### src/rtl/mib_pkg.sv
// Shared definitions for the MIB bus master.
// Contents:
//   mib_state_e - transaction FSM state encoding
//   PH_W        - width of the per-state phase counter
//   mib_na()    - number of address phases for a given address/bus width
//   mib_nd()    - number of data phases for a given data/bus width
package mib_pkg;

  typedef enum logic [2:0] {
    S_IDLE  = 3'd0,
    S_ADDR  = 3'd1,
    S_WDATA = 3'd2,
    S_WACK  = 3'd3,
    S_TURN  = 3'd4,
    S_RDATA = 3'd5,
    S_GAP   = 3'd6,
    S_DONE  = 3'd7
  } mib_state_e;

  localparam int unsigned PH_W = 8;

  // Address words needed to carry addr_bits; the top word may be partial.
  function automatic int unsigned mib_na(input int unsigned addr_bits,
                                         input int unsigned mib_bits);
    return (addr_bits + mib_bits - 1) / mib_bits;
  endfunction

  // Data words per transfer; data_bits is an exact multiple of mib_bits.
  function automatic int unsigned mib_nd(input int unsigned data_bits,
                                         input int unsigned mib_bits);
    return data_bits / mib_bits;
  endfunction

endpackage

### src/rtl/mib_bus_master_if.sv
// Command-side and MIB-side signal bundle of the MIB bus master.
// Signals keep the block's port names (i_* into the master, o_* out of it).
// Modports:
//   master - view used by mib_bus_master
//   slave  - view of the environment (command issuer plus MIB slave)
interface mib_bus_master_if #(
  parameter int unsigned P_ADDR_BITS = 24,
  parameter int unsigned P_DATA_BITS = 32,
  parameter int unsigned P_MIB_BITS  = 16
) ();

  logic                   i_cmd_sel;
  logic                   i_cmd_rd_wr_n;
  logic [P_ADDR_BITS-1:0] i_cmd_byte_addr;
  logic [P_DATA_BITS-1:0] i_cmd_wdata;
  logic                   o_cmd_ack;
  logic [P_DATA_BITS-1:0] o_cmd_rdata;
  logic                   o_cmd_mib_timeout;
  logic                   o_cmd_drop;
  logic                   o_busy;

  logic [P_MIB_BITS-1:0]  i_mib_ad;
  logic                   i_mib_slave_ack;
  logic                   o_mib_start;
  logic                   o_mib_rd_wr_n;
  logic                   o_mib_ad_high_z;
  logic [P_MIB_BITS-1:0]  o_mib_ad;

  modport master (
    input  i_cmd_sel, i_cmd_rd_wr_n, i_cmd_byte_addr, i_cmd_wdata,
    input  i_mib_ad, i_mib_slave_ack,
    output o_cmd_ack, o_cmd_rdata, o_cmd_mib_timeout, o_cmd_drop, o_busy,
    output o_mib_start, o_mib_rd_wr_n, o_mib_ad_high_z, o_mib_ad
  );

  modport slave (
    output i_cmd_sel, i_cmd_rd_wr_n, i_cmd_byte_addr, i_cmd_wdata,
    output i_mib_ad, i_mib_slave_ack,
    input  o_cmd_ack, o_cmd_rdata, o_cmd_mib_timeout, o_cmd_drop, o_busy,
    input  o_mib_start, o_mib_rd_wr_n, o_mib_ad_high_z, o_mib_ad
  );

endinterface

### src/rtl/mib_ack_timer.sv
// Slave-ack watchdog for the MIB bus master.
// Ports:
//   i_clk, i_srst - clock, synchronous active-high reset
//   i_clear       - zero the count (has priority over i_enable)
//   i_enable      - count one clock of waiting
//   o_expired     - high on the P_CLKS-th consecutive enabled clock
module mib_ack_timer #(
  parameter int unsigned P_CLKS = 32
) (
  input  logic i_clk,
  input  logic i_srst,
  input  logic i_clear,
  input  logic i_enable,
  output logic o_expired
);

  localparam int unsigned CNT_W = (P_CLKS > 1) ? $clog2(P_CLKS) : 1;
  localparam logic [CNT_W-1:0] CNT_LAST = CNT_W'(P_CLKS - 1);

  logic [CNT_W-1:0] cnt_q;
  logic [CNT_W-1:0] cnt_d;

  // Counts clocks already waited; the clock seen with CNT_LAST is the last one.
  assign o_expired = i_enable && (cnt_q == CNT_LAST);

  always_comb begin
    cnt_d = cnt_q;
    if (i_clear) begin
      cnt_d = '0;
    end else if (i_enable && !o_expired) begin
      cnt_d = cnt_q + CNT_W'(1);
    end
  end

  always_ff @(posedge i_clk) begin
    if (i_srst) begin
      cnt_q <= '0;
    end else begin
      cnt_q <= cnt_d;
    end
  end

endmodule

### src/rtl/mib_bus_master.sv
// MIB bus master: turns a one-clock command strobe into a multiplexed
// address/data MIB transaction with ack timeout and optional retries.
// Ports:
//   i_sysclk - sole clock
//   i_srst   - synchronous active-high reset (aborts any transaction silently)
//   bus      - mib_bus_master_if.master: command side (sel, direction, address,
//              write data, ack, read data, timeout, drop, busy) and MIB side
//              (AD in/out, slave ack, start, direction, AD release)
// All outputs are registered and computed from the next state, so they are
// aligned with the state the FSM is in during that clock.
module mib_bus_master
  import mib_pkg::*;
#(
  parameter int unsigned P_ADDR_BITS            = 24,
  parameter int unsigned P_DATA_BITS            = 32,
  parameter int unsigned P_MIB_BITS             = 16,
  parameter int unsigned P_MIB_ACK_TIMEOUT_CLKS = 32,
  parameter int unsigned P_RETRIES              = 0,
  parameter int unsigned P_TURNAROUND_CLKS      = 1
) (
  input  logic             i_sysclk,
  input  logic             i_srst,
  mib_bus_master_if.master bus
);

  localparam int unsigned NA        = mib_na(P_ADDR_BITS, P_MIB_BITS);
  localparam int unsigned ND        = mib_nd(P_DATA_BITS, P_MIB_BITS);
  localparam int unsigned AEXT_BITS = NA * P_MIB_BITS;
  localparam int unsigned RETRY_W   = (P_RETRIES > 0) ? $clog2(P_RETRIES + 1) : 1;

  localparam logic [PH_W-1:0] PH_ADDR_LAST = PH_W'(NA - 1);
  localparam logic [PH_W-1:0] PH_DATA_LAST = PH_W'(ND - 1);
  localparam logic [PH_W-1:0] PH_TURN_LAST = PH_W'(P_TURNAROUND_CLKS - 1);
  localparam logic [PH_W-1:0] PH_GAP_LAST  = PH_W'(1);

  mib_state_e             state_q, state_d;
  logic [PH_W-1:0]        ph_q, ph_d;
  logic [RETRY_W-1:0]     retry_q, retry_d;

  logic [P_ADDR_BITS-1:0] addr_q, addr_d;
  logic [P_DATA_BITS-1:0] wdata_q, wdata_d;
  logic                   dir_q, dir_d;
  logic [P_DATA_BITS-1:0] shift_q, shift_d;

  logic                   start_q, start_d;
  logic                   rdwrn_q, rdwrn_d;
  logic                   hz_q, hz_d;
  logic [P_MIB_BITS-1:0]  ad_q, ad_d;
  logic                   ack_q, ack_d;
  logic [P_DATA_BITS-1:0] rdata_q, rdata_d;
  logic                   tmo_q, tmo_d;
  logic                   drop_q, drop_d;
  logic                   busy_q, busy_d;

  logic                   tmr_en;
  logic                   tmr_clear;
  logic                   tmr_expired;

  // Word ph of a zero-extended address, most-significant word first.
  function automatic logic [P_MIB_BITS-1:0] addr_word(input logic [AEXT_BITS-1:0] v,
                                                      input logic [PH_W-1:0] ph);
    logic [AEXT_BITS-1:0] s;
    s = v >> (P_MIB_BITS * (NA - 1 - 32'(ph)));
    return s[P_MIB_BITS-1:0];
  endfunction

  function automatic logic [P_MIB_BITS-1:0] data_word(input logic [P_DATA_BITS-1:0] v,
                                                      input logic [PH_W-1:0] ph);
    logic [P_DATA_BITS-1:0] s;
    s = v >> (P_MIB_BITS * (ND - 1 - 32'(ph)));
    return s[P_MIB_BITS-1:0];
  endfunction

  // The watchdog runs only while waiting on the slave; any ack restarts it.
  assign tmr_en    = (state_q == S_WACK) || (state_q == S_RDATA);
  assign tmr_clear = !tmr_en || bus.i_mib_slave_ack;

  mib_ack_timer #(
    .P_CLKS(P_MIB_ACK_TIMEOUT_CLKS)
  ) u_ack_timer (
    .i_clk    (i_sysclk),
    .i_srst   (i_srst),
    .i_clear  (tmr_clear),
    .i_enable (tmr_en),
    .o_expired(tmr_expired)
  );

  always_comb begin
    state_d = state_q;
    ph_d    = ph_q;
    retry_d = retry_q;
    addr_d  = addr_q;
    wdata_d = wdata_q;
    dir_d   = dir_q;
    shift_d = shift_q;
    rdata_d = rdata_q;
    ack_d   = 1'b0;
    tmo_d   = 1'b0;
    case (state_q)
      S_IDLE: begin
        if (bus.i_cmd_sel) begin
          addr_d  = bus.i_cmd_byte_addr;
          wdata_d = bus.i_cmd_wdata;
          dir_d   = bus.i_cmd_rd_wr_n;
          retry_d = RETRY_W'(P_RETRIES);
          shift_d = '0;
          ph_d    = '0;
          state_d = S_ADDR;
        end
      end
      S_ADDR: begin
        if (ph_q == PH_ADDR_LAST) begin
          ph_d    = '0;
          state_d = dir_q ? S_TURN : S_WDATA;
        end else begin
          ph_d = ph_q + PH_W'(1);
        end
      end
      S_WDATA: begin
        if (ph_q == PH_DATA_LAST) begin
          ph_d    = '0;
          state_d = S_WACK;
        end else begin
          ph_d = ph_q + PH_W'(1);
        end
      end
      S_TURN: begin
        if (ph_q == PH_TURN_LAST) begin
          ph_d    = '0;
          state_d = S_RDATA;
        end else begin
          ph_d = ph_q + PH_W'(1);
        end
      end
      S_WACK, S_RDATA: begin
        // An ack on the expiry clock still counts as an ack.
        if (bus.i_mib_slave_ack) begin
          if (state_q == S_WACK) begin
            ack_d   = 1'b1;
            state_d = S_DONE;
          end else begin
            shift_d = (shift_q << P_MIB_BITS) | P_DATA_BITS'(bus.i_mib_ad);
            if (ph_q == PH_DATA_LAST) begin
              rdata_d = shift_d;
              ack_d   = 1'b1;
              ph_d    = '0;
              state_d = S_DONE;
            end else begin
              ph_d = ph_q + PH_W'(1);
            end
          end
        end else if (tmr_expired) begin
          ph_d = '0;
          if (retry_q != '0) begin
            retry_d = retry_q - RETRY_W'(1);
            state_d = S_GAP;
          end else begin
            // Final failure: the DONE clock carries the timeout pulse instead of an ack.
            tmo_d   = 1'b1;
            state_d = S_DONE;
          end
        end
      end
      S_GAP: begin
        if (ph_q == PH_GAP_LAST) begin
          ph_d    = '0;
          shift_d = '0;
          state_d = S_ADDR;
        end else begin
          ph_d = ph_q + PH_W'(1);
        end
      end
      S_DONE: begin
        state_d = S_IDLE;
      end
      default: begin
        state_d = S_IDLE;
      end
    endcase
  end

  always_comb begin
    start_d = (state_d == S_ADDR) && (ph_d == '0);
    hz_d    = !((state_d == S_ADDR) || (state_d == S_WDATA));
    rdwrn_d = (state_d == S_IDLE) ? 1'b1 : dir_d;
    busy_d  = (state_d != S_IDLE);
    drop_d  = bus.i_cmd_sel && (state_q != S_IDLE);
    ad_d    = '0;
    if (state_d == S_ADDR) begin
      ad_d = addr_word(AEXT_BITS'(addr_d), ph_d);
    end else if (state_d == S_WDATA) begin
      ad_d = data_word(wdata_d, ph_d);
    end
  end

  always_ff @(posedge i_sysclk) begin
    if (i_srst) begin
      state_q <= S_IDLE;
      ph_q    <= '0;
      retry_q <= '0;
      start_q <= 1'b0;
      rdwrn_q <= 1'b1;
      hz_q    <= 1'b1;
      ad_q    <= '0;
      ack_q   <= 1'b0;
      rdata_q <= '0;
      tmo_q   <= 1'b0;
      drop_q  <= 1'b0;
      busy_q  <= 1'b0;
    end else begin
      state_q <= state_d;
      ph_q    <= ph_d;
      retry_q <= retry_d;
      start_q <= start_d;
      rdwrn_q <= rdwrn_d;
      hz_q    <= hz_d;
      ad_q    <= ad_d;
      ack_q   <= ack_d;
      rdata_q <= rdata_d;
      tmo_q   <= tmo_d;
      drop_q  <= drop_d;
      busy_q  <= busy_d;
    end
  end

  // Captured command and read shifter are only consumed outside IDLE.
  always_ff @(posedge i_sysclk) begin
    addr_q  <= addr_d;
    wdata_q <= wdata_d;
    dir_q   <= dir_d;
    shift_q <= shift_d;
  end

  assign bus.o_mib_start       = start_q;
  assign bus.o_mib_rd_wr_n     = rdwrn_q;
  assign bus.o_mib_ad_high_z   = hz_q;
  assign bus.o_mib_ad          = ad_q;
  assign bus.o_cmd_ack         = ack_q;
  assign bus.o_cmd_rdata       = rdata_q;
  assign bus.o_cmd_mib_timeout = tmo_q;
  assign bus.o_cmd_drop        = drop_q;
  assign bus.o_busy            = busy_q;

endmodule

### src/flat_wrapper.sv
// flat-port wrapper written by rule: the top's interface ports become plain ports
module mib_bus_master_flat import mib_pkg::*;
#(
  parameter int unsigned P_ADDR_BITS            = 24,
  parameter int unsigned P_DATA_BITS            = 32,
  parameter int unsigned P_MIB_BITS             = 16,
  parameter int unsigned P_MIB_ACK_TIMEOUT_CLKS = 32,
  parameter int unsigned P_RETRIES              = 0,
  parameter int unsigned P_TURNAROUND_CLKS      = 1
)
  (i_sysclk, i_srst, bus_i_cmd_sel, bus_i_cmd_rd_wr_n, bus_i_cmd_byte_addr, bus_i_cmd_wdata, bus_i_mib_ad, bus_i_mib_slave_ack, bus_o_cmd_ack, bus_o_cmd_rdata, bus_o_cmd_mib_timeout, bus_o_cmd_drop, bus_o_busy, bus_o_mib_start, bus_o_mib_rd_wr_n, bus_o_mib_ad_high_z, bus_o_mib_ad);
  mib_bus_master_if #(.P_ADDR_BITS(P_ADDR_BITS), .P_DATA_BITS(P_DATA_BITS), .P_MIB_BITS(P_MIB_BITS)) bus_i ();
  input  logic i_sysclk;
  input  logic i_srst;
  input wire logic [$bits(bus_i.i_cmd_sel)-1:0] bus_i_cmd_sel;
  input wire logic [$bits(bus_i.i_cmd_rd_wr_n)-1:0] bus_i_cmd_rd_wr_n;
  input wire logic [$bits(bus_i.i_cmd_byte_addr)-1:0] bus_i_cmd_byte_addr;
  input wire logic [$bits(bus_i.i_cmd_wdata)-1:0] bus_i_cmd_wdata;
  input wire logic [$bits(bus_i.i_mib_ad)-1:0] bus_i_mib_ad;
  input wire logic [$bits(bus_i.i_mib_slave_ack)-1:0] bus_i_mib_slave_ack;
  output wire logic [$bits(bus_i.o_cmd_ack)-1:0] bus_o_cmd_ack;
  output wire logic [$bits(bus_i.o_cmd_rdata)-1:0] bus_o_cmd_rdata;
  output wire logic [$bits(bus_i.o_cmd_mib_timeout)-1:0] bus_o_cmd_mib_timeout;
  output wire logic [$bits(bus_i.o_cmd_drop)-1:0] bus_o_cmd_drop;
  output wire logic [$bits(bus_i.o_busy)-1:0] bus_o_busy;
  output wire logic [$bits(bus_i.o_mib_start)-1:0] bus_o_mib_start;
  output wire logic [$bits(bus_i.o_mib_rd_wr_n)-1:0] bus_o_mib_rd_wr_n;
  output wire logic [$bits(bus_i.o_mib_ad_high_z)-1:0] bus_o_mib_ad_high_z;
  output wire logic [$bits(bus_i.o_mib_ad)-1:0] bus_o_mib_ad;
  assign bus_i.i_cmd_sel = bus_i_cmd_sel;
  assign bus_i.i_cmd_rd_wr_n = bus_i_cmd_rd_wr_n;
  assign bus_i.i_cmd_byte_addr = bus_i_cmd_byte_addr;
  assign bus_i.i_cmd_wdata = bus_i_cmd_wdata;
  assign bus_i.i_mib_ad = bus_i_mib_ad;
  assign bus_i.i_mib_slave_ack = bus_i_mib_slave_ack;
  assign bus_o_cmd_ack = bus_i.o_cmd_ack;
  assign bus_o_cmd_rdata = bus_i.o_cmd_rdata;
  assign bus_o_cmd_mib_timeout = bus_i.o_cmd_mib_timeout;
  assign bus_o_cmd_drop = bus_i.o_cmd_drop;
  assign bus_o_busy = bus_i.o_busy;
  assign bus_o_mib_start = bus_i.o_mib_start;
  assign bus_o_mib_rd_wr_n = bus_i.o_mib_rd_wr_n;
  assign bus_o_mib_ad_high_z = bus_i.o_mib_ad_high_z;
  assign bus_o_mib_ad = bus_i.o_mib_ad;
  mib_bus_master #(.P_ADDR_BITS(P_ADDR_BITS), .P_DATA_BITS(P_DATA_BITS), .P_MIB_BITS(P_MIB_BITS), .P_MIB_ACK_TIMEOUT_CLKS(P_MIB_ACK_TIMEOUT_CLKS), .P_RETRIES(P_RETRIES), .P_TURNAROUND_CLKS(P_TURNAROUND_CLKS)) u_core (.i_sysclk(i_sysclk), .i_srst(i_srst), .bus(bus_i));
endmodule
### config.mk
export PLATFORM = sky130hd
export DESIGN_NAME = mib_bus_master_flat
export DESIGN_NICKNAME = d
export VERILOG_FILES = /design/src/rtl/mib_pkg.sv /design/src/rtl/mib_bus_master_if.sv /design/src/rtl/mib_ack_timer.sv /design/src/rtl/mib_bus_master.sv /design/src/flat_wrapper.sv
export SDC_FILE = /design/constraint.sdc
export NUM_CORES = 1
export LEC_CHECK = 0
export BUFFER_PORTS_ARGS = -buffer_cell sky130_fd_sc_hd__buf_2
export CAP_MARGIN = 10
export CORE_UTILIZATION = 33
export DETAILED_ROUTE_END_ITERATION = 10
export GPL_TIMING_DRIVEN = 1
export PLACE_DENSITY_LB_ADDON = 0.2
export REMOVE_ABC_BUFFERS = 1
export SLEW_MARGIN = 20
export SYNTH_ARGS = -nofsm -noshare
export SYNTH_HDL_FRONTEND = slang
export SYNTH_SLANG_ARGS = --single-unit
### constraint.sdc
create_clock -name i_sysclk -period 6.3 [get_ports i_sysclk]
set_clock_uncertainty 0.15 [all_clocks]
set_input_delay 0.945 -clock i_sysclk [delete_from_list [all_inputs] [get_ports i_sysclk]]
set_output_delay 0.945 -clock i_sysclk [all_outputs]
set_load 0.005 [all_outputs]
# ---- Word level (Yosys, flattened, before mapping)
# Index checks and enable logic that the tools add are counted.
dict set report op_classes {
  n_bitwise 5
  add_sub_neg 4
  n_shift 2
  eq_ne 17
  muxes 40
  n_reduce_logical 27
}
# op count
set ops {}
lappend ops {{16-bit two-way mux} 6}
lappend ops {{32-bit two-way mux} 2}
lappend ops {{24-bit two-way mux} 2}
lappend ops {{8-bit two-way mux} 6}
lappend ops {{16-bit one-hot mux with 3 select lines} 1}
lappend ops {{32-bit by 16-bit bitwise OR with 32-bit output} 1}
lappend ops {{8-bit one-hot mux with 4 select lines} 1}
lappend ops {{24-bit by 32-bit right shift with 16-bit output} 1}
lappend ops {{32-bit by 32-bit right shift with 16-bit output} 1}
lappend ops {{3-bit two-way mux} 10}
lappend ops {{3-bit one-hot mux with 7 select lines} 1}
lappend ops {{8-bit logical NOT} 2}
lappend ops {{3-bit == test (second input constant)} 4}
lappend ops {{1-bit two-way mux} 10}
lappend ops {{2-bit inequality test (second input constant)} 5}
lappend ops {{3-bit by 2-bit == test with 1-bit output (second input constant)} 3}
lappend ops {{3-bit nonzero test} 3}
lappend ops {{1-bit by 8-bit subtractor with 9-bit output (first input constant)} 1}
lappend ops {{8-bit by 1-bit adder with 8-bit output (second input constant)} 1}
lappend ops {{8-bit by 1-bit == test with 1-bit output (second input constant)} 1}
lappend ops {{4-bit AND reduction} 2}
lappend ops {{3-bit by 1-bit == test with 1-bit output (second input constant)} 2}
lappend ops {{3-bit logical NOT} 2}
lappend ops {{2-bit OR reduction} 3}
lappend ops {{13 further kinds} 24}
dict set report totals {
  regBits 145
}

# ---- Depth between registers and ports, before layout
# Gate-level depths: netlist of the first run.
dict set report logic_depth {
  depth_word 10
  depth_mapped 14
  depth_no_buf 11
}

# ---- Hierarchy
# A second synthesis of the first run with hierarchy kept.
dict set report unflattened {
  cells_unflattened 593
  area_unflattened_um2 6028.3
}
# module n_inst area_per_inst_um2 cells_per_inst seq_area_each_um2
set modules_own_cells {}
lappend modules_own_cells {mib_bus_master 1 5781.8 566 2942.8}
lappend modules_own_cells {mib_ack_timer 1 246.5 27 100.1}

# ---- Worst setup path before layout of the first run
# OpenSTA, ideal clock, no wires.
dict set report synth_timing {
  kind {input to register}
  from {input port bus_i_mib_slave_ack}
  to {register u_core.ad_q[5] (netlist: u_core.bus.o_mib_ad[5])}
  arrival_ps 2908
  slack_ps 3162
  setup_ps 80
  path_buffers 3
  cell_stages 11
  path_cell_list {clkbuf_1 -> o21bai_1 -> a221oi_2 -> buf_6 -> o21ai_0 -> a21oi_1 -> ha_1 -> nor2b_1 -> o2111ai_2 -> buf_6 -> a211oi_2}
}
dict set report synth_via {
  elab_chain_cells 6
}
# element line
set synth_lines {}
lappend synth_lines {{from (decl)} flat_wrapper.sv:20} ;# input wire logic [$bits(bus_i.i_mib_slave_ack)-1:0] bus_i_mib_slave_ack;
lappend synth_lines {{8-bit two-way mux} mib_bus_master.sv:137} ;# if (bus.i_mib_slave_ack) begin
lappend synth_lines {{8-bit one-hot mux with 4 select lines} mib_bus_master.sv:99} ;# case (state_q)
lappend synth_lines {{1-bit by 8-bit subtractor with 9-bit output} {mib_bus_master.sv:63, mib_bus_master.sv:70}}
lappend synth_lines {{32-bit by 32-bit right shift with 16-bit output} mib_bus_master.sv:70} ;# s = v >> (P_MIB_BITS * (ND - 1 - 32'(ph)));
lappend synth_lines {{16-bit two-way mux} mib_bus_master.sv:191} ;# end else if (state_d == S_WDATA) begin
lappend synth_lines {{16-bit two-way mux (*)} mib_bus_master.sv:189} ;# if (state_d == S_ADDR) begin
lappend synth_lines {{to (signal assigned)} mib_bus_master.sv:204} ;# ad_q <= '0;
lappend synth_lines {{to (signal assigned)} mib_bus_master.sv:217} ;# ad_q <= ad_d;
lappend synth_lines {{to (decl)} mib_bus_master.sv:48} ;# logic [P_MIB_BITS-1:0] ad_q, ad_d;
# Every way passes the cells marked *; elsewhere a longest branch is shown, timed or not.
# A chain may end at the register's enable or synchronous reset.

# ---- Worst setup path after layout of the first run
dict set report layout_timing {
  from {register u_core.u_ack_timer.cnt_q[0]}
  to {register u_core.ad_q[3] (netlist: u_core.bus.o_mib_ad[3])}
}
dict set report layout_via {
  elab_chain_cells 9
}
# element line
set layout_lines {}
lappend layout_lines {{from (decl)} mib_ack_timer.sv:20} ;# logic [CNT_W-1:0] cnt_q;
lappend layout_lines {{from (signal assigned)} mib_ack_timer.sv:39} ;# cnt_q <= cnt_d;
lappend layout_lines {{5-bit == test (*)} mib_ack_timer.sv:24} ;# assign o_expired = i_enable && (cnt_q == CNT_LAST);
lappend layout_lines {{1-bit logical AND (*)} mib_ack_timer.sv:24}
lappend layout_lines {{8-bit two-way mux} mib_bus_master.sv:152} ;# end else if (tmr_expired) begin
lappend layout_lines {{8-bit two-way mux} mib_bus_master.sv:137}
lappend layout_lines {{8-bit one-hot mux with 4 select lines} mib_bus_master.sv:99}
lappend layout_lines {{1-bit by 8-bit subtractor with 9-bit output} {mib_bus_master.sv:63, mib_bus_master.sv:70}}
lappend layout_lines {{32-bit by 32-bit right shift with 16-bit output} mib_bus_master.sv:70}
lappend layout_lines {{16-bit two-way mux} mib_bus_master.sv:191}
lappend layout_lines {{16-bit two-way mux (*)} mib_bus_master.sv:189}
# Marks and branches as above.

==> impl_summary.txt, run 1 <==
----------------------------------------------------
[Setup path]
  Delay of the slowest critical-path stage ... 0.72 ns
  Worst path buffer plus inverter count ... 0
  Slowest cell on crit path ... sky130_fd_sc_hd__a221oi_2
  Type of the worst setup path ... flop to flop
  Worst path cell trace ... ha_1, and3_1, ha_1, nand2b_1, a221oi_2, o21ai_0, a21oi_1, ha_1, nor2b_1, o2111ai_2, a211oi_1
  Startpoint class of the critical path ... flop
  Internal reg-to-reg setup slack ... ~2.1 ns
  CP top delay family ... compound AO/OA/AOI/OAI gates
  Element type at the critical path end ... flop
  Critical path arrival ... about 4.3 ns
  Required time of the critical path ... 6.45 ns
  Top fanout value on the critical path ... 16
  Cell seen most often among critical-path stages ... sky130_fd_sc_hd__ha_1

[Route]
  Number of DRC markers in iteration 0 ... 222
  First-pass iteration count of the detailed router ... 4
  DRC violation count after routing ... 0
  Total via count after detailed routing ... 4709
  Average vias per placed instance ... ~5.0
  Post-detailed-route wirelength per cell ... ~16 µm
  DRT antenna net count ... 0
  Total routed wirelength ... about 15000 µm

[Logic synthesis]
  Leading area contributor after synthesis ... sky130_fd_sc_hd__dfxtp_1
  Proportion of synthesized chip area in sequential cells ... 48.8%
  Synthesized cell area ... 6230 µm²
  Post-synthesis area per instance ... 10.6 µm²
  Flops & latches, synth ... between 100 and 150
  Primary flip-flop cell chosen by synthesis mapping ... sky130_fd_sc_hd__dfxtp_1
  Commonest cells post-synth ... 128 x sky130_fd_sc_hd__dfxtp_1, 73 x sky130_fd_sc_hd__nand2_1, 57 x sky130_fd_sc_hd__mux2_2
  Count of warnings emitted by yosys ... 0
  Count of unique library cells instantiated by Yosys ... 68
  Share of synthesized registers carrying an async set or reset ... 0%
  Post-synth top area share ... between 40 and 50%
  Synth Instances ... roughly 590
  Leading post-synthesis cells by cell area ... sky130_fd_sc_hd__dfxtp_1 41%, sky130_fd_sc_hd__mux2_2 10%, sky130_fd_sc_hd__edfxtp_1 7.7%, sky130_fd_sc_hd__nand2_1 4.4%, sky130_fd_sc_hd__a21oi_1 3.2%
  EDFF count, synth ... 16
  Cell with the most instances after synthesis ... sky130_fd_sc_hd__dfxtp_1

[Run status]
  Run status ... complete, no violations

[Clock network]
  Clock root cell ... sky130_fd_sc_hd__clkbuf_16
  H-tree level count ... 4
  Post-CTS setup buffers ... 0
  Clock input transition at the sequential cells of the worst setup and hold paths ... 0.07 ns
  Clk sink count ... between 100 and 150
  CTS Hold Buffers Added ... 0
  Clock Tree Buf Depth ... 2
  Number of gates resized after CTS ... 0
  Clock buffers created by TritonCTS ... 17
  Clock network latency to the later pin of the worst-skew pair ... between 0.4 and 0.5 ns
  TritonCTS clock tree ... done

[Layout]
  Sequential cell area ... about 3000 µm²
  Nets@finish ... 781
  N_diodes ... 0
  Number of standard cells in the layout, taps in and fillers out ... between 900 and 1000
  Syn-to-layout area delta ... 21.1%
  Multi-input logic area ... roughly 2900 µm²
  Filler instances ... between 1500 and 2000
  Post-route cell area ... roughly 7500 µm²
  Share of layout cells above drive strength 1 ... between 30% and 40%

[Pwr]
  Overall power consumption ... roughly 3.6 mW
  Largest voltage drop on the vdd net ... 0.246 mV
  Power density relative to cell area ... 479 nW/µm²
  Lkg Pwr ... between 3 and 4 nW

[STA]
  Maximum clock frequency ... ~240 MHz
  Share of the cycle needed by the critical path after routing ... between 60% and 70%
  Pin slew with the least headroom to its limit ... about 1.1 ns
  Final Max Slew Viols ... 0
  Setup TNS ... 0 ns
  Setup slack of the critical path after layout ... about 2.1 ns
  Worst slew margin relative to its limit ... a little over a quarter
  Number of hold-slack violations in the final timing report ... 0
  Shortest period the worst path allows ... about 4.2 ns
  Setup violation total in the final timing report ... 0
  Unrepaired setup endpoints after global routing ... no

[Placed design]
  RePlAce Congestion ... between 0.7 and 0.8
  Setup Slack @ Placement ... between 2 and 2.5 ns
  Detailed placement HPWL ... slightly above 10000 µm
  Post-placement cell area ... ~7000 µm²
  Number of port buffers ... about 130
  Cells after DPL ... 908

[Min path]
  Path category of the worst min-delay check ... flop to flop

[Floorplan]
  Area of the core region ... ~18000 µm²
  X dimension of the die ... ~140 µm
  Die Y-Extent ... 139 µm
  Number of rows in the core area ... slightly below 50
  Initial Utilization ... between 30 and 40%
  Top-level I/O count ... approximately 130
  Die Footprint ... between 15000 and 20000 µm²

[Global route]
  GR Overflow Total ... 0
  Wire length of the first global-routing pass ... 24200 µm
  Initial antenna violation count ... 0
  Largest net degree at the start of global routing ... between 50 and 60
  Combined global-route utilization of all metal layers ... roughly 16%
  Number of global-route vias before repair ... approximately 4600

[Flow run]
  Max-cap viol count ... 0

----------------------------------------------------
==> state kept, by name, indices dropped and copies added, names as in the netlist <==
signal and cells:
u_core.dir_q 1, u_core.bus.o_cmd_rdata 32, u_core.shift_q 16, u_core.u_ack_timer.cnt_q 5, u_core.bus.o_mib_ad_high_z 1, u_core.bus.o_cmd_ack 1, u_core.addr_q 24, u_core.bus.o_mib_rd_wr_n 1
u_core.wdata_q 32, u_core.bus.o_mib_ad 16, u_core.ph_q 8, u_core.bus.o_cmd_drop 1, u_core.state_q 3, u_core.bus.o_cmd_mib_timeout 1, u_core.bus.o_busy 1, u_core.bus.o_mib_start 1
==> cells by family (layout without fill, tap and decap cells) <==
family | Yosys count | in the layout | share of synthesized area [%]
compound gates | 137 | 137 | 18.3
flops | 144 | 144 | 48.8
xor+xnor | 4 | 4 | 0.562
mux | 59 | 59 | 10.6
simple gates | 186 | 186 | 15.9
buf+inv | 51 | 175 | 4.62
fa+ha+maj | 6 | 6 | 1.20
==> power breakdown <==
| group | internal (mW) | total [mW] | switching, mW |
|---|---|---|---|
| Clock | 0.575 | 0.984 | 0.409 |
| Combinational | 0.556 | 1.32 | 0.764 |
| Sequential | 1.21 | 1.31 | 0.102 |
==> area by class of cell <==
type | instances | share of cell area (%)
clock inverter | 13 | 1.69
timing repair buffer | 136 | 9.28
multi-input combinational | 392 | 38.6
clock buffer | 19 | 6.02
sequential | 144 | 40.3
tap | 229 | 3.80
inverter | 7 | 0.348
==> cell usage in the layout, fill, tap and decap left out, types with 5 or more instances in the layout <==
cell type and count:
sky130_fd_sc_hd__buf_2 131, sky130_fd_sc_hd__dfxtp_1 128, sky130_fd_sc_hd__nand2_1 73, sky130_fd_sc_hd__mux2_2 57
sky130_fd_sc_hd__a21oi_1 40, sky130_fd_sc_hd__a21o_1 24, sky130_fd_sc_hd__and2_1 21, sky130_fd_sc_hd__nor2_1 18
sky130_fd_sc_hd__clkbuf_16 18, sky130_fd_sc_hd__edfxtp_1 16, sky130_fd_sc_hd__o2111ai_1 15, sky130_fd_sc_hd__nor3_1 15
sky130_fd_sc_hd__a211oi_2 12, sky130_fd_sc_hd__nand4_1 11, sky130_fd_sc_hd__nand4b_1 9, sky130_fd_sc_hd__inv_1 7
sky130_fd_sc_hd__o21ai_0 7, sky130_fd_sc_hd__a211oi_1 6, sky130_fd_sc_hd__ha_1 6, sky130_fd_sc_hd__nor2b_1 5
sky130_fd_sc_hd__nor4_1 5, sky130_fd_sc_hd__nand3_1 5
==> layer usage <==
metal	wire, µm	vias up	track usage [%]
met2	7260	122	26.5
met5	0	-	0
met1	6830	2230	19.7
met4	191	0	5.38
li1	-	2344	-
met3	767	13	4.03
==> worst register-to-register path: stages, from the launching register on <==
cell                        delay (ns)
sky130_fd_sc_hd__dfxtp_1          0.38
sky130_fd_sc_hd__ha_1             0.18
sky130_fd_sc_hd__and3_1           0.16
sky130_fd_sc_hd__ha_1             0.34
sky130_fd_sc_hd__nand2b_1         0.18
sky130_fd_sc_hd__a221oi_2         0.72
sky130_fd_sc_hd__o21ai_0          0.25
sky130_fd_sc_hd__a21oi_1          0.27
sky130_fd_sc_hd__ha_1             0.27
sky130_fd_sc_hd__nor2b_1          0.14
sky130_fd_sc_hd__o2111ai_2        0.57
sky130_fd_sc_hd__a211oi_1         0.45
==> path summary, 6_finish.rpt <==
path | startpoint | to | cells after the start
hold reg to reg | u_core.bus.o_cmd_rdata[15]$_SDFFE_PP0P_ | u_core.bus.o_cmd_rdata[15]$_SDFFE_PP0P_ | 2
setup reg to reg | u_core.u_ack_timer.cnt_q[0]$_SDFFE_PP0P_ | u_core.bus.o_mib_ad[3]$_SDFF_PP0_ | 11
setup / recovery | u_core.u_ack_timer.cnt_q[0]$_SDFFE_PP0P_ | u_core.bus.o_mib_ad[3]$_SDFF_PP0_ | 11
hold / removal | u_core.bus.o_cmd_rdata[15]$_SDFFE_PP0P_ | u_core.bus.o_cmd_rdata[15]$_SDFFE_PP0P_ | 2
==> metrics by stage <==
| stage | hold WS (ns) | utilization [%] |
|---|---|---|
| final | 0.297 | 41.5 |
| after CTS | 0.299 | 41.5 |
| after detailed placement | 0.291 | 38.3 |
| after global routing | 0.318 | 41.5 |
| after global placement | 0.284 | 38.2 |
| after floorplan | 0.292 | - |
Power figures use the tool's default switching activity.
==> run 2, diff against run 1 <==
==> constraint.sdc (replaced) <==
create_clock -name i_sysclk -period 3.5 [get_ports i_sysclk]
set_clock_uncertainty 0.15 [all_clocks]
set_input_delay 0.525 -clock i_sysclk [delete_from_list [all_inputs] [get_ports i_sysclk]]
set_output_delay 0.525 -clock i_sysclk [all_outputs]
set_load 0.005 [all_outputs]
==> run 2 against run 1 <==
Net effect: setup slack worse by 1.8 ns; via count grew 3.7%; register-to-register slack got worse by 1.8 ns; cell count rose by 1.5%; first-iteration DRC count grew 7.7%; maximum frequency grew 32%; total power grew 84%; count of clock-buffer cells in the layout down 1; largest cell class unchanged; highest routed layer unchanged.
==> impl_summary.txt, run 2 (synthesis results as in run 1) <==
----------------------------------------------------
[Run status]
  Run status ... complete, no violations

[Setup path]
  Type of the worst setup path ... flop to flop
  Startpoint class of the critical path ... flop
  Required time of the critical path ... 3.69 ns (-2.76 ns)
  Top fanout value on the critical path ... 16 (unchanged)
  Critical path arrival ... 3.34 ns (-0.98 ns)
  Element type at the critical path end ... flop

[STA]
  Setup violation total in the final timing report ... 0 (unchanged)
  Worst slew margin relative to its limit ... 60.3% (+33 points)
  Unrepaired setup endpoints after global routing ... no
  Maximum clock frequency ... 318 MHz (+32%)
  WHS ... 0.192 ns (-0.105 ns)
  Final Max Slew Viols ... 0 (unchanged)
  Setup TNS ... 0 ns (unchanged)
  Setup slack of the critical path after layout ... 0.353 ns (-1.78 ns)
  Pin slew with the least headroom to its limit ... 0.593 ns (-0.503 ns)
  Shortest period the worst path allows ... 3.15 ns (-1.02 ns)
  Share of the cycle needed by the critical path after routing ... 89.9% (+24 points)
  Number of hold-slack violations in the final timing report ... 0 (unchanged)

[Route]
  Total via count after detailed routing ... 4884 (+3.7%)
  Number of DRC markers in iteration 0 ... 239 (+7.7%)
  Post-detailed-route wirelength per cell ... 16.3 µm (+1.5%)
  DRT antenna net count ... 0 (unchanged)
  Total routed wirelength ... 15500 µm (+3.0%)
  Average vias per placed instance ... 5.12 (+2.2%)
  First-pass iteration count of the detailed router ... 4 (unchanged)
  DRC violation count after routing ... 0 (unchanged)

[Pwr]
  Switching Power ... 2.35 mW (+84%)
  Clock Power Share ... 26.9% (-0.3 points)
  Lkg Pwr ... 3.09 nW (+2.5%)
  Sequential share of power ... 35.2% (-1.1 points)
  Internal power ... 4.31 mW (+84%)
  Power density relative to cell area ... 870 nW/µm² (+82%)
  Logic gate share of total power ... 37.9% (+1.4 points)
  Net switching fraction of the power ... 35.3% (about the same)
  Largest voltage drop on the vdd net ... 0.418 mV (+70%)

[Floorplan]
  Number of rows in the core area ... 49 (unchanged)
  X dimension of the die ... 139 µm (unchanged)
  Die Footprint ... 19400 µm² (unchanged)
  Initial Utilization ... 34.2% (unchanged)
  Area of the core region ... 18200 µm² (unchanged)
  Die Y-Extent ... 139 µm (unchanged)
  Top-level I/O count ... 132 (unchanged)

[Global route]
  Number of global-route vias before repair ... 4882 (+5.4%)
  Largest net degree at the start of global routing ... 54 (-6.9%)
  GR Overflow Total ... 0 (unchanged)
  Combined global-route utilization of all metal layers ... 16.3% (+0.44 points)
  Initial antenna violation count ... 0 (unchanged)
  Wire length of the first global-routing pass ... 24800 µm (+2.5%)

[Clock network]
  Clk sink count ... 144 (unchanged)
  TritonCTS clock tree ... done
  Post-CTS setup buffers ... 0 (unchanged)
  H-tree level count ... 4 (unchanged)
  Clock input transition at the sequential cells of the worst setup and hold paths ... 0.07 ns (about the same)
  Clock network latency to the later pin of the worst-skew pair ... 0.42 ns (about the same)
  CTS Hold Buffers Added ... 0 (unchanged)
  Number of gates resized after CTS ... 0 (unchanged)
  Clock Tree Buf Depth ... 2 (unchanged)
  Clock root cell ... sky130_fd_sc_hd__clkbuf_16
  Clock buffers created by TritonCTS ... 17 (unchanged)

[Layout]
  Share of layout cells above drive strength 1 ... 38.9% (+1.5 points)
  Post-route cell area ... 7660 µm² (+1.5%)
  Most common library cell in the layout ignoring fill and taps ... sky130_fd_sc_hd__buf_2
  Nets@finish ... 795 (+1.8%)
  Syn-to-layout area delta ... 23.0%
  Top library cells by usage in the layout, fill and taps aside ... 131 x sky130_fd_sc_hd__buf_2, 128 x sky130_fd_sc_hd__dfxtp_1, 73 x sky130_fd_sc_hd__nand2_1
  N_diodes ... 0 (unchanged)

[Flow run]
  Max-cap viol count ... 0 (unchanged)

[Placed design]
  Number of port buffers ... 131 (unchanged)
  Detailed placement HPWL ... 10900 µm (+7.4%)
  RePlAce Congestion ... 0.751 (+0.52%)
  Setup Slack @ Placement ... 0.370 ns (-1.80 ns)
  Post-placement cell area ... 7080 µm² (+1.6%)

[Min path]
  Path category of the worst min-delay check ... input port to flop

----------------------------------------------------
==> run 2: cell types whose count changed in the layout (fill, tap and decap cells not counted), sizes merged <==
| cell | delta |
|---|---|
| buf | +14 |
| clkinvlp | -1 |
| clkinv | -2 |
| inv | +4 |
| clkbuf | -1 |
==> run 2: area by class of cell <==
class | count | area (µm²)
multi-input combinational | 392 | 2910
clock inverter | 14 | 145
clock buffer | 18 | 439
fill | 1780 | 10500
tap | 229 | 287
sequential | 144 | 3040
timing repair buffer | 150 | 811
inverter | 7 | 26.3
==> run 2: worst max-delay path, cell delays in order, from the launching register on <==
cell	delay [ns]
sky130_fd_sc_hd__dfxtp_1	0.37
sky130_fd_sc_hd__ha_1	0.17
sky130_fd_sc_hd__and3_1	0.16
sky130_fd_sc_hd__ha_1	0.34
sky130_fd_sc_hd__nand2b_1	0.17
sky130_fd_sc_hd__a221oi_2	0.30
sky130_fd_sc_hd__buf_4	0.22
sky130_fd_sc_hd__a2bb2oi_2	0.22
sky130_fd_sc_hd__ha_1	0.26
sky130_fd_sc_hd__nor2b_1	0.14
sky130_fd_sc_hd__o2111ai_2	0.12
sky130_fd_sc_hd__buf_4	0.24
sky130_fd_sc_hd__a211oi_1	0.19
==> run 2: stage by stage <==
stage | power (mW) | util (%) | cells
after floorplan | 4.09 | - | 543
after global placement | 4.84 | 38.9 | 922
after detailed placement | 4.90 | 38.9 | 922
after CTS | 6.72 | 42.1 | 954
after global routing | 7.05 | 42.1 | 954
final | 6.66 | 42.1 | 954
==> run 2: power by group through the flow <==
stage                     sequential [mW]  clock (mW)  combinational [mW]
after floorplan                      2.35           0                1.75
after global placement               2.36           0                2.48
after detailed placement             2.39           0                2.52
after CTS                            2.35        1.83                2.54
after global routing                 2.39        1.91                2.75
final                                2.35        1.79                2.53
==> run 2: final timing paths <==
path	startpoint	to	slack (ns)	cells past startpoint
hold reg to reg	u_core.bus.o_cmd_rdata[13]$_SDFFE_PP0P_	u_core.bus.o_cmd_rdata[13]$_SDFFE_PP0P_	0.30	2
hold / removal	bus_i_cmd_rd_wr_n	u_core.dir_q$_DFF_P_	0.19	2
setup reg to reg	u_core.u_ack_timer.cnt_q[0]$_SDFFE_PP0P_	u_core.bus.o_mib_ad[15]$_SDFF_PP0_	0.35	12
setup / recovery	u_core.u_ack_timer.cnt_q[0]$_SDFFE_PP0P_	u_core.bus.o_mib_ad[15]$_SDFF_PP0_	0.35	12
==> run 2: per-layer routing <==
layer	GRT usage, %	wire length, µm	share of wire, %	up-vias
met5	0	0	0	-
met1	20.5	7050	45	2329
met3	4.34	810	5.2	20
li1	-	-	-	2370
met4	6.61	252	1.6	0
met2	26.4	7400	48	165
